`src/rtl/calculate_ssd_block.sv`:
```
// Sum of squared differences between a 6x6 left and right window cut from double-buffered row strips.
// Result 7 cycles after the request; requests arriving while busy are dropped, not queued.
module calculate_ssd_block #(
  parameter int BLOCK_DIM = 6,
  parameter int PIX_W     = 8,
  parameter int X_W       = 9,
  parameter int Y_W       = 10,
  parameter int SSD_W     = 23
) (
  input  logic                                      clk_in,
  input  logic                                      rst_in,
  input  logic                                      valid_in,
  input  logic [X_W-1:0]                            left_current_x,
  input  logic [X_W-1:0]                            right_current_x,
  input  logic [Y_W-1:0]                            left_current_y,
  input  logic [Y_W-1:0]                            right_current_y,
  input  logic [X_W-1:0]                            left_block_idx,
  input  logic [X_W-1:0]                            right_block_idx,
  input  logic [BLOCK_DIM-1:0][BLOCK_DIM*PIX_W-1:0] left_front_buffer,
  input  logic [BLOCK_DIM-1:0][BLOCK_DIM*PIX_W-1:0] left_back_buffer,
  input  logic [BLOCK_DIM-1:0][BLOCK_DIM*PIX_W-1:0] right_front_buffer,
  input  logic [BLOCK_DIM-1:0][BLOCK_DIM*PIX_W-1:0] right_back_buffer,
  output logic                                      valid_out,
  output logic [SSD_W-1:0]                          ssd_out
);

  localparam int ROW_W     = BLOCK_DIM * PIX_W;
  localparam int ROW_IDX_W = $clog2(BLOCK_DIM);
  localparam int OFF_W     = X_W + 4;
  localparam int ROW_SSD_W = 2 * PIX_W + 3;

  typedef enum logic [1:0] {IDLE, ACCUM, DONE} state_t;

  state_t                                state, state_next;
  logic [ROW_IDX_W-1:0]                  row;
  logic [SSD_W-1:0]                      acc;
  logic [X_W-1:0]                        left_x_lat, right_x_lat, left_idx_lat, right_idx_lat;
  logic [Y_W-1:0]                        left_y_lat, right_y_lat;
  logic [BLOCK_DIM-1:0][ROW_W-1:0]       left_front_lat, left_back_lat;
  logic [BLOCK_DIM-1:0][ROW_W-1:0]       right_front_lat, right_back_lat;
  logic [OFF_W-1:0]                      left_off, right_off;
  logic                                  left_legal, right_legal;
  logic [ROW_IDX_W-1:0]                  left_sel, right_sel;
  logic [ROW_W-1:0]                      left_win, right_win;
  logic [ROW_SSD_W-1:0]                  row_ssd;
  logic                                  unused_y;

  assign unused_y = ^{left_y_lat, right_y_lat};

  // Two's-complement offset: a negative result wraps to a large value, so one unsigned compare covers both bounds.
  assign left_off    = {4'b0, left_x_lat}  - {4'b0, left_idx_lat}  * OFF_W'(BLOCK_DIM);
  assign right_off   = {4'b0, right_x_lat} - {4'b0, right_idx_lat} * OFF_W'(BLOCK_DIM);
  assign left_legal  = left_off  < OFF_W'(BLOCK_DIM);
  assign right_legal = right_off < OFF_W'(BLOCK_DIM);
  assign left_sel    = left_legal  ? left_off[ROW_IDX_W-1:0]  : '0;
  assign right_sel   = right_legal ? right_off[ROW_IDX_W-1:0] : '0;

  assign left_win  = ROW_W'({left_front_lat[row],  left_back_lat[row]}  >> (PIX_W * (BLOCK_DIM - int'(left_sel))));
  assign right_win = ROW_W'({right_front_lat[row], right_back_lat[row]} >> (PIX_W * (BLOCK_DIM - int'(right_sel))));

  function automatic logic [2*PIX_W-1:0] sq_diff(input logic [PIX_W-1:0] a, input logic [PIX_W-1:0] b);
    logic [PIX_W-1:0] d;
    d = (a > b) ? a - b : b - a;
    return {{PIX_W{1'b0}}, d} * {{PIX_W{1'b0}}, d};
  endfunction

  always_comb begin
    row_ssd = '0;
    for (int j = 0; j < BLOCK_DIM; j++) begin
      row_ssd = row_ssd + ROW_SSD_W'(sq_diff(left_win[ROW_W-1-PIX_W*j -: PIX_W],
                                             right_win[ROW_W-1-PIX_W*j -: PIX_W]));
    end
  end

  always_comb begin
    state_next = state;
    case (state)
      IDLE:    if (valid_in) state_next = ACCUM;
      ACCUM:   if (row == ROW_IDX_W'(BLOCK_DIM - 1)) state_next = DONE;
      DONE:    state_next = IDLE;
      default: state_next = IDLE;
    endcase
  end

  always_ff @(posedge clk_in) begin
    if (rst_in) begin
      state     <= IDLE;
      row       <= '0;
      acc       <= '0;
      valid_out <= 1'b0;
      ssd_out   <= '0;
    end else begin
      state     <= state_next;
      valid_out <= 1'b0;
      case (state)
        IDLE: if (valid_in) begin
          acc <= '0;
          row <= '0;
        end
        ACCUM: begin
          acc <= acc + SSD_W'(row_ssd);
          row <= row + 1'b1;
        end
        DONE: begin
          valid_out <= 1'b1;
          ssd_out   <= (left_legal && right_legal) ? acc : {SSD_W{1'b1}};
        end
        default: ;
      endcase
    end
  end

  // Request operands are held for the whole computation so upstream may move on immediately.
  always_ff @(posedge clk_in) begin
    if (!rst_in && state == IDLE && valid_in) begin
      left_x_lat      <= left_current_x;
      right_x_lat     <= right_current_x;
      left_y_lat      <= left_current_y;
      right_y_lat     <= right_current_y;
      left_idx_lat    <= left_block_idx;
      right_idx_lat   <= right_block_idx;
      left_front_lat  <= left_front_buffer;
      left_back_lat   <= left_back_buffer;
      right_front_lat <= right_front_buffer;
      right_back_lat  <= right_back_buffer;
    end
  end

endmodule

```
`config.mk`:
```
export PLATFORM = sky130hd
export DESIGN_NAME = calculate_ssd_block
export DESIGN_NICKNAME = d
export VERILOG_FILES = /design/src/rtl/calculate_ssd_block.sv
export SDC_FILE = /design/constraint.sdc
export NUM_CORES = 2
export LEC_CHECK = 0
export BUFFER_PORTS_ARGS = -buffer_cell sky130_fd_sc_hd__buf_2
export CAP_MARGIN = 20
export CORE_AREA = 2 2 480 482
export DETAILED_ROUTE_END_ITERATION = 12
export DIE_AREA = 0 0 482 484
export GPL_ROUTABILITY_DRIVEN = 1
export SLEW_MARGIN = 10
export SYNTH_ARGS = -nofsm -noshare
export SYNTH_HDL_FRONTEND = slang
export SYNTH_SLANG_ARGS = --single-unit
export TNS_END_PERCENT = 100
```
`constraint.sdc`:
```
create_clock -name clk_in -period 59.7 [get_ports clk_in]
set_clock_uncertainty 0.1 [all_clocks]
set_input_delay 5.97 -clock clk_in [delete_from_list [all_inputs] [get_ports clk_in]]
set_output_delay 5.97 -clock clk_in [all_outputs]
set_load 0.05 [all_outputs]
```
; ---- After elaboration in Yosys (flattened, before gate mapping)
; Index checks and enable logic that the tools add are counted.
[totals]
latch_bits = 0
word_cells = 113
rom_bits = 0
input_bits = 1211
out_inout_bits = 24
n_memories = 0
regBits = 1240
ram_bits = 0
[op_classes]
bitwise = 0
n_mul = 8
n_mux = 25
n_addsub = 23
n_lt_le_gt_ge = 9
eq_ne = 5
shift = 2
reduce_logical = 8
div_mod_pow = 0
[op_table]
columns = op, n
row1 = 48-bit binary-select mux with 3-bit select, 4
row2 = 48-bit two-way mux, 4
row3 = 96-bit by 32-bit >> shifter with 48-bit output, 2
row4 = 8-bit by 8-bit multiplier with 16-bit output, 6
row5 = 8-bit subtractor, 12
row6 = 8-bit greater-than comparator, 6
row7 = 8-bit two-way mux, 6
row8 = 23-bit two-way mux, 2
row9 = 23-bit one-hot mux with 2 select lines, 1
row10 = 19-bit by 16-bit adder with 19-bit output, 2
row11 = 13-bit by 3-bit less-than comparator with 1-bit output (second input constant), 2
row12 = 9-bit by 12-bit subtractor with 13-bit output, 2
row13 = 23-bit by 19-bit adder with 23-bit output, 1
row14 = 9-bit by 2-bit multiplier with 11-bit output (second input constant), 2
row15 = 18-bit by 16-bit adder with 19-bit output, 1
row16 = 17-bit by 16-bit adder with 18-bit output, 1
row17 = 16-bit by 16-bit adder with 17-bit output, 1
row18 = 3-bit two-way mux, 3
row19 = 3-bit by 3-bit subtractor with 4-bit output (first input constant), 2
row20 = 3-bit one-hot mux with 2 select lines, 1
row21 = 3-bit by 4-bit less-than comparator with 1-bit output (second input constant), 1
row22 = 2-bit two-way mux, 2
row23 = 2-bit inequality test (second input constant), 2
row24 = 2-bit one-hot mux with 2 select lines, 1
row25 = other kinds (10), 13

; ---- Logic depth before layout (Yosys ltp)
[depth]
depth_word = 16
depth_mapped = 63
ltp_nobuf = 58

; ---- Worst setup path after synthesis
; No wires, ideal clock.
[synth_timing]
path_type = in2reg
from = in rst_in
to = reg left_back_lat[0] (netlist name) (enable)
t_required_ns = 56.826
setup_ns = 2.774
slack_ns = 1.462
n_path_buf = 1
t_arrival_ns = 55.364
path_stages = 2
path_cell_list = clkbuf_1 > nor2_1
[synth_between]
elab_chain_cells = 3
[synth_lines]
columns = item, line_no
row1 = start: declaration, 11  ; input logic rst_in,
row2 = 1-bit zero test, 115  ; if (!rst_in && state == IDLE && valid_in) begin
row3 = 1-bit logical AND (2 in a row), 115
row4 = end signal: assignment, 123  ; left_back_lat <= left_back_buffer;
row5 = end: declaration, 39  ; logic [BLOCK_DIM-1:0][ROW_W-1:0] left_front_lat, left_back_lat;
; Every way passes these cells.
; A chain may end at the register's enable or synchronous reset.

; ---- Worst setup path in the final report
[layout_timing]
from = reg right_idx_lat[4]
to = reg acc[18]
[layout_between]
elab_chain_cells = 16
elab_cells_between_ends = 43
classes_between = 20 x add/sub / 7 x mul / 7 x order compare / 1 x shift / 8 x mux
[layout_lines]
columns = item, line_no
row1 = start: declaration, 37  ; logic [X_W-1:0] left_x_lat, right_x_lat, left_idx_lat, right_idx_lat;
row2 = start signal: assignment, 121  ; right_idx_lat <= right_block_idx;
row3 = 9-bit by 2-bit multiplier with 11-bit output (*), 52  ; assign right_off = {4'b0, right_x_lat} - {4'b0, right_idx_lat} * OFF_W'(BLOCK_DIM);
row4 = 9-bit by 12-bit subtractor with 13-bit output (*), 52
row5 = 13-bit by 3-bit less-than comparator with 1-bit output (*), 54  ; assign right_legal = right_off < OFF_W'(BLOCK_DIM);
row6 = 3-bit two-way mux (*), 56  ; assign right_sel = right_legal ? right_off[ROW_IDX_W-1:0] : '0;
row7 = 3-bit by 3-bit subtractor with 4-bit output (*), 59  ; assign right_win = ROW_W'({right_front_lat[row], right_back_lat[row]} >> (PIX_W * (BLOCK_DIM - int'(right_sel) ...
row8 = 96-bit by 32-bit >> shifter with 48-bit output (*), 59
row9 = 8-bit subtractor / 8-bit greater-than comparator (equally long branches), 63  ; d = (a > b) ? a - b : b - a;
row10 = 8-bit two-way mux, 63
row11 = 8-bit by 8-bit multiplier with 16-bit output, 64  ; return {{PIX_W{1'b0}}, d} * {{PIX_W{1'b0}}, d};
row12 = 16-bit by 16-bit adder with 17-bit output, 70  ; row_ssd = row_ssd + ROW_SSD_W'(sq_diff(left_win[ROW_W-1-PIX_W*j -: PIX_W],
row13 = 17-bit by 16-bit adder with 18-bit output, 70
row14 = 18-bit by 16-bit adder with 19-bit output, 70
row15 = 19-bit by 16-bit adder with 19-bit output, 70
row16 = 19-bit by 16-bit adder with 19-bit output (*), 70
row17 = 23-bit by 19-bit adder with 23-bit output (*), 101  ; acc <= acc + SSD_W'(row_ssd);
row18 = 23-bit one-hot mux with 2 select lines (*), 95  ; case (state)
row19 = end signal: assignment, 101
row20 = end: declaration, 36  ; logic [SSD_W-1:0] acc;
; Every way passes the cells marked *; elsewhere a longest branch is shown, timed or not.

==> flow_results.org <==
** Worst setup path
- Worst setup SP type :: register
- Worst-path maximum fanout :: 62
- Critical Path Sink Type :: register
- Cell repeated most along the worst path :: sky130_fd_sc_hd__fa_1
- Worst flop-to-flop path endpoint :: acc[18]
- In this run the critical register-to-register path is launched from right_idx_lat[4].
- STA puts the critical path data required time at 60.26 ns.
- On the critical path, the stage with the largest delay is an instance of sky130_fd_sc_hd__mux2i_1.
- For flop-to-flop paths, the worst setup slack is 42.53 ns.
- Start point of the critical path :: right_idx_lat[4]
- Cells on worst reg2reg path :: 52
- Critical path's largest stage delay :: 0.96 ns
- The critical path is of the register to register type.
- For the worst setup path, the data arrival time is 17.73 ns.

** Synthesis
- The synthesized netlist devotes 5.23% of its cell area to compound gates.
- After synthesis, the mean cell area works out to 13.9 sq um.
- The synthesized design contains 1240 register bits.
- Adder-cell share of the synthesized area :: 14.4%
- Post-Synthesis Net Count :: 6815
- sky130_fd_sc_hd__edfxtp_1 takes more of the synthesized area than any other cell.
- The synthesized design devotes to its leading area cell type 51.3% of total area.
- Fraction of the mapped netlist area in simple logic gates :: 5.88%
- For this run, the leading register cell type out of synthesis is sky130_fd_sc_hd__edfxtp_1.
- Number of library cell types mapped by synthesis :: 71
- Of the synthesized area, sequential elements account for 52.8%.
- Largest cells by area after synthesis :: sky130_fd_sc_hd__edfxtp_1, sky130_fd_sc_hd__fa_1, sky130_fd_sc_hd__mux4_2, sky130_fd_sc_hd__mux2i_1, sky130_fd_sc_hd__ha_1
- Among all cell types in the netlist, the one instantiated most often is sky130_fd_sc_hd__edfxtp_1.
- Dominant combinational cell family by area after synthesis :: multiplexers
- Synth Area in XOR/XNOR :: 0.971%
- Warning count from the yosys run :: 0
- Async set-reset flop share out of synthesis :: 0%
- In the synthesized netlist, the cells that appear most often are sky130_fd_sc_hd__edfxtp_1, sky130_fd_sc_hd__inv_1, sky130_fd_sc_hd__nor2_1.
- Share of synthesized area spent on multiplexers :: 16.2%
- Synthesized cell area :: 0.0695 sq mm
- In this run, synthesis inferred 1188 flip-flops with an integrated enable.
- Post-Syn Instances :: 4998

** Timing
- For the pin with the worst max-slew slack, the measured transition is 1.21 ns.
- Setup violations remaining at the end of the flow were counted as 0.
- Post-route setup TNS :: 0 ns
- Hold violation total from the final report :: 0
- In this run the tightest slew margin relative to its limit is 16.7%.
- Final period demand of the worst path :: 17.17 ns
- The number of slew-limit violations in the final report is 0.
- Setup repair after global routing missed its margin :: false
- After layout, the worst setup slack is 42.53 ns.
- Final Cycle Share :: 28.8%
- Peak Freq :: 0.0582 GHz

** Clock tree
- Clock tree from TritonCTS :: built
- Buffers inserted during clock tree synthesis total 138.
- Number of sinks driven by the clock tree :: 1240
- The clock passes through at most 3 buffers.
- The number of hold buffers added after CTS was 0.
- Clock-pin slew was measured on the worst setup and hold paths at 0.05 ns.
- Count of cells resized by post-cts repair :: 0
- The H-tree was split into 4 levels.
- Post-CTS repair timing setup buffer count :: 0
- In this run the clock root is driven by a sky130_fd_sc_hd__clkbuf_16.
- For the worst-skew pair, the clock arrives at the later sink with an insertion delay of 0.84 ns.

** Floorplanning
- Total Die Area :: 0.233 sq mm
- Die span in x :: 482 um
- Number of top-level design ports :: 1235
- Die outline height :: 484 um
- The floorplan has 176 rows.
- The core region is 0.229 sq mm.
- For this configuration, the core starts out at a cell density of 30.4%.

** Placement
- Placed Cells incl. Taps :: 9124
- During placement, the flow inserted port buffers numbering 1214.
- After legalization and detailed placement, the total HPWL measured 231000 um.
- Post-Place Worst Slack :: 42.61 ns
- At the end of routability-driven placement, the weighted congestion stood at 0.936.

** Global route
- The first global-routing pass estimated 381000 um of wire.
- The total overflow left after global routing is 0.
- Number of antenna violations at the first check in global routing :: 188
- Entering global routing, the biggest net connects 207 pins.
- Vias in the first global route :: 47700
- Global routing used 23.8% of the available tracks.

** Cells and area
- Nets :: 8057
- Storage element area :: 0.0367 sq mm
- The finished layout holds 9526 standard cells, fillers aside.
- Proportion of layout cells with a drive suffix above 1 :: 31.0%
- Summing all multi-input logic gate instances after layout gives 0.0298 sq mm.
- Filler Cell Count :: 22100
- Area growth syn-to-layout :: 21.7%

** Worst hold path
- The tightest min-delay check is of the register to register type.
- The startpoint identified for the worst hold timing path is acc[20].
- Worst Hold Path Cells :: 2
- The path with the worst hold slack has its endpoint at acc[20].

** Job
- Max-cap violations in this run came to 0.

** Routing
- Number of design-rule violations left by the first detailed-router iteration :: 4936
- Remaining number of nets flagged by the antenna check after routing :: 0
- The routed layout has 47300 vias.
- After detailed routing, the total wire length is 283000 um.
- Total iterations of the first detailed-routing run :: 5
- Dividing the detail-routed wire length by the instance count gives 29.7 um.
- Using the TritonRoute via totals, the vias-per-cell ratio works out to 4.97.
- DR DRC count :: 0

** Outcome
- The flow ran to the end, and the final reports show no timing, DRC or antenna violations.
-- state kept, by name, summed over array words and instances, names as in the netlist --
| signal | count |
|---|---|
| acc | 23 |
| right_x_lat | 9 |
| state | 2 |
| right_back_lat | 288 |
| right_front_lat | 288 |
| ssd_out | 23 |
| valid_out | 1 |
| left_front_lat | 288 |
| right_idx_lat | 9 |
| left_x_lat | 9 |
| left_back_lat | 288 |
| left_idx_lat | 9 |
| row | 3 |
-- placed cells by master (no fill, tap or decap), types with 9 or more instances in the layout --
cell type and count:
sky130_fd_sc_hd__and3_1 10, sky130_fd_sc_hd__clkinv_16 12, sky130_fd_sc_hd__nand4_1 12, sky130_fd_sc_hd__bufinv_16 16
sky130_fd_sc_hd__nor2b_1 24, sky130_fd_sc_hd__a21o_1 53, sky130_fd_sc_hd__mux2_2 92, sky130_fd_sc_hd__xnor2_1 45
sky130_fd_sc_hd__dfxtp_1 49, sky130_fd_sc_hd__nand2b_1 28, sky130_fd_sc_hd__a21oi_1 204, sky130_fd_sc_hd__clkinv_2 22
sky130_fd_sc_hd__o21ai_0 115, sky130_fd_sc_hd__o21bai_1 13, sky130_fd_sc_hd__or2_1 9, sky130_fd_sc_hd__inv_1 563
sky130_fd_sc_hd__nand3_1 19, sky130_fd_sc_hd__o211ai_1 19, sky130_fd_sc_hd__edfxtp_1 1188, sky130_fd_sc_hd__xor2_1 28
sky130_fd_sc_hd__or2_2 51, sky130_fd_sc_hd__clkbuf_1 24, sky130_fd_sc_hd__clkbuf_16 139, sky130_fd_sc_hd__nand2_1 223
sky130_fd_sc_hd__a211oi_1 12, sky130_fd_sc_hd__mux4_2 275, sky130_fd_sc_hd__nor2_1 456, sky130_fd_sc_hd__and2_1 22
sky130_fd_sc_hd__mux2i_1 400, sky130_fd_sc_hd__ha_1 279, sky130_fd_sc_hd__or3_1 16, sky130_fd_sc_hd__buf_2 1214
sky130_fd_sc_hd__a31oi_1 15, sky130_fd_sc_hd__buf_4 102, sky130_fd_sc_hd__fa_1 325, sky130_fd_sc_hd__o21a_1 49
sky130_fd_sc_hd__nor3_1 32, sky130_fd_sc_hd__diode_2 150, sky130_fd_sc_hd__clkinv_1 21, sky130_fd_sc_hd__a22oi_1 25
-- cell families after synthesis --
| kind of cell | after synthesis |
|---|---|
| compound gates | 585 |
| buf+inv | 787 |
| xor+xnor | 77 |
| mux | 770 |
| fa+ha+maj | 606 |
| flops | 1240 |
| simple gates | 933 |
-- worst max-delay path, delay by kind of cell (launching register included) --
kind,cells,cell delay (ns)
AOI/OAI and AO/OA,13,3.62
xor gates and xnor gates,3,0.46
adders and majority gates,14,6.45
buffers and inverters,8,1.29
DFF,1,0.48
muxes,3,1.72
and+or+nand+nor,11,2.85
-- how the worst max path moves through the flow --
| stage | to | slack, ns | depth (start not counted) |
|---|---|---|---|
| final | acc[18] | 42.53 | 52 |
| after global routing | acc[18] | 41.43 | 52 |
| after global placement | acc[18] | 42.73 | 49 |
| after floorplan | left_back_lat[0] | 1.46 | 2 |
| after CTS | acc[18] | 42.52 | 52 |
| after detailed placement | acc[18] | 42.61 | 52 |
-- metal layers --
metal / global-route usage (%) / wire length [um] / vias to the layer above
met3: 5.84 / 23900 / 489
met1: 30.7 / 113000 / 23900
met5: 0 / 478 / -
met2: 38.1 / 133000 / 2143
li1: - / - / 20700
met4: 9.89 / 12600 / 78
-- metrics by stage --
stage / utilization [%] / hold slack, ns / instance area (sq um)
after floorplan: - / 0.347 / 69500
after global placement: 34.7 / 0.379 / 79400
after detailed placement: 34.7 / 0.391 / 79400
after CTS: 36.8 / 0.408 / 84200
after global routing: 36.9 / 0.412 / 84300
final: 37.0 / 0.410 / 84500
-- final cells by class --
class                           count  share of cell area, %
Sequential cell                  1240                   43.4
Multi-Input combinational cell   2971                   35.3
Timing Repair Buffer             1323                   8.23
Tap cell                         3026                   4.48
Clock buffer                      165                   4.25
Inverter                          566                   2.52
Clock inverter                     85                   1.38
Antenna cell                      150                  0.444
Power is not shown: default switching activity piles up to over one toggle a cycle in this logic, so the estimate is an artifact.
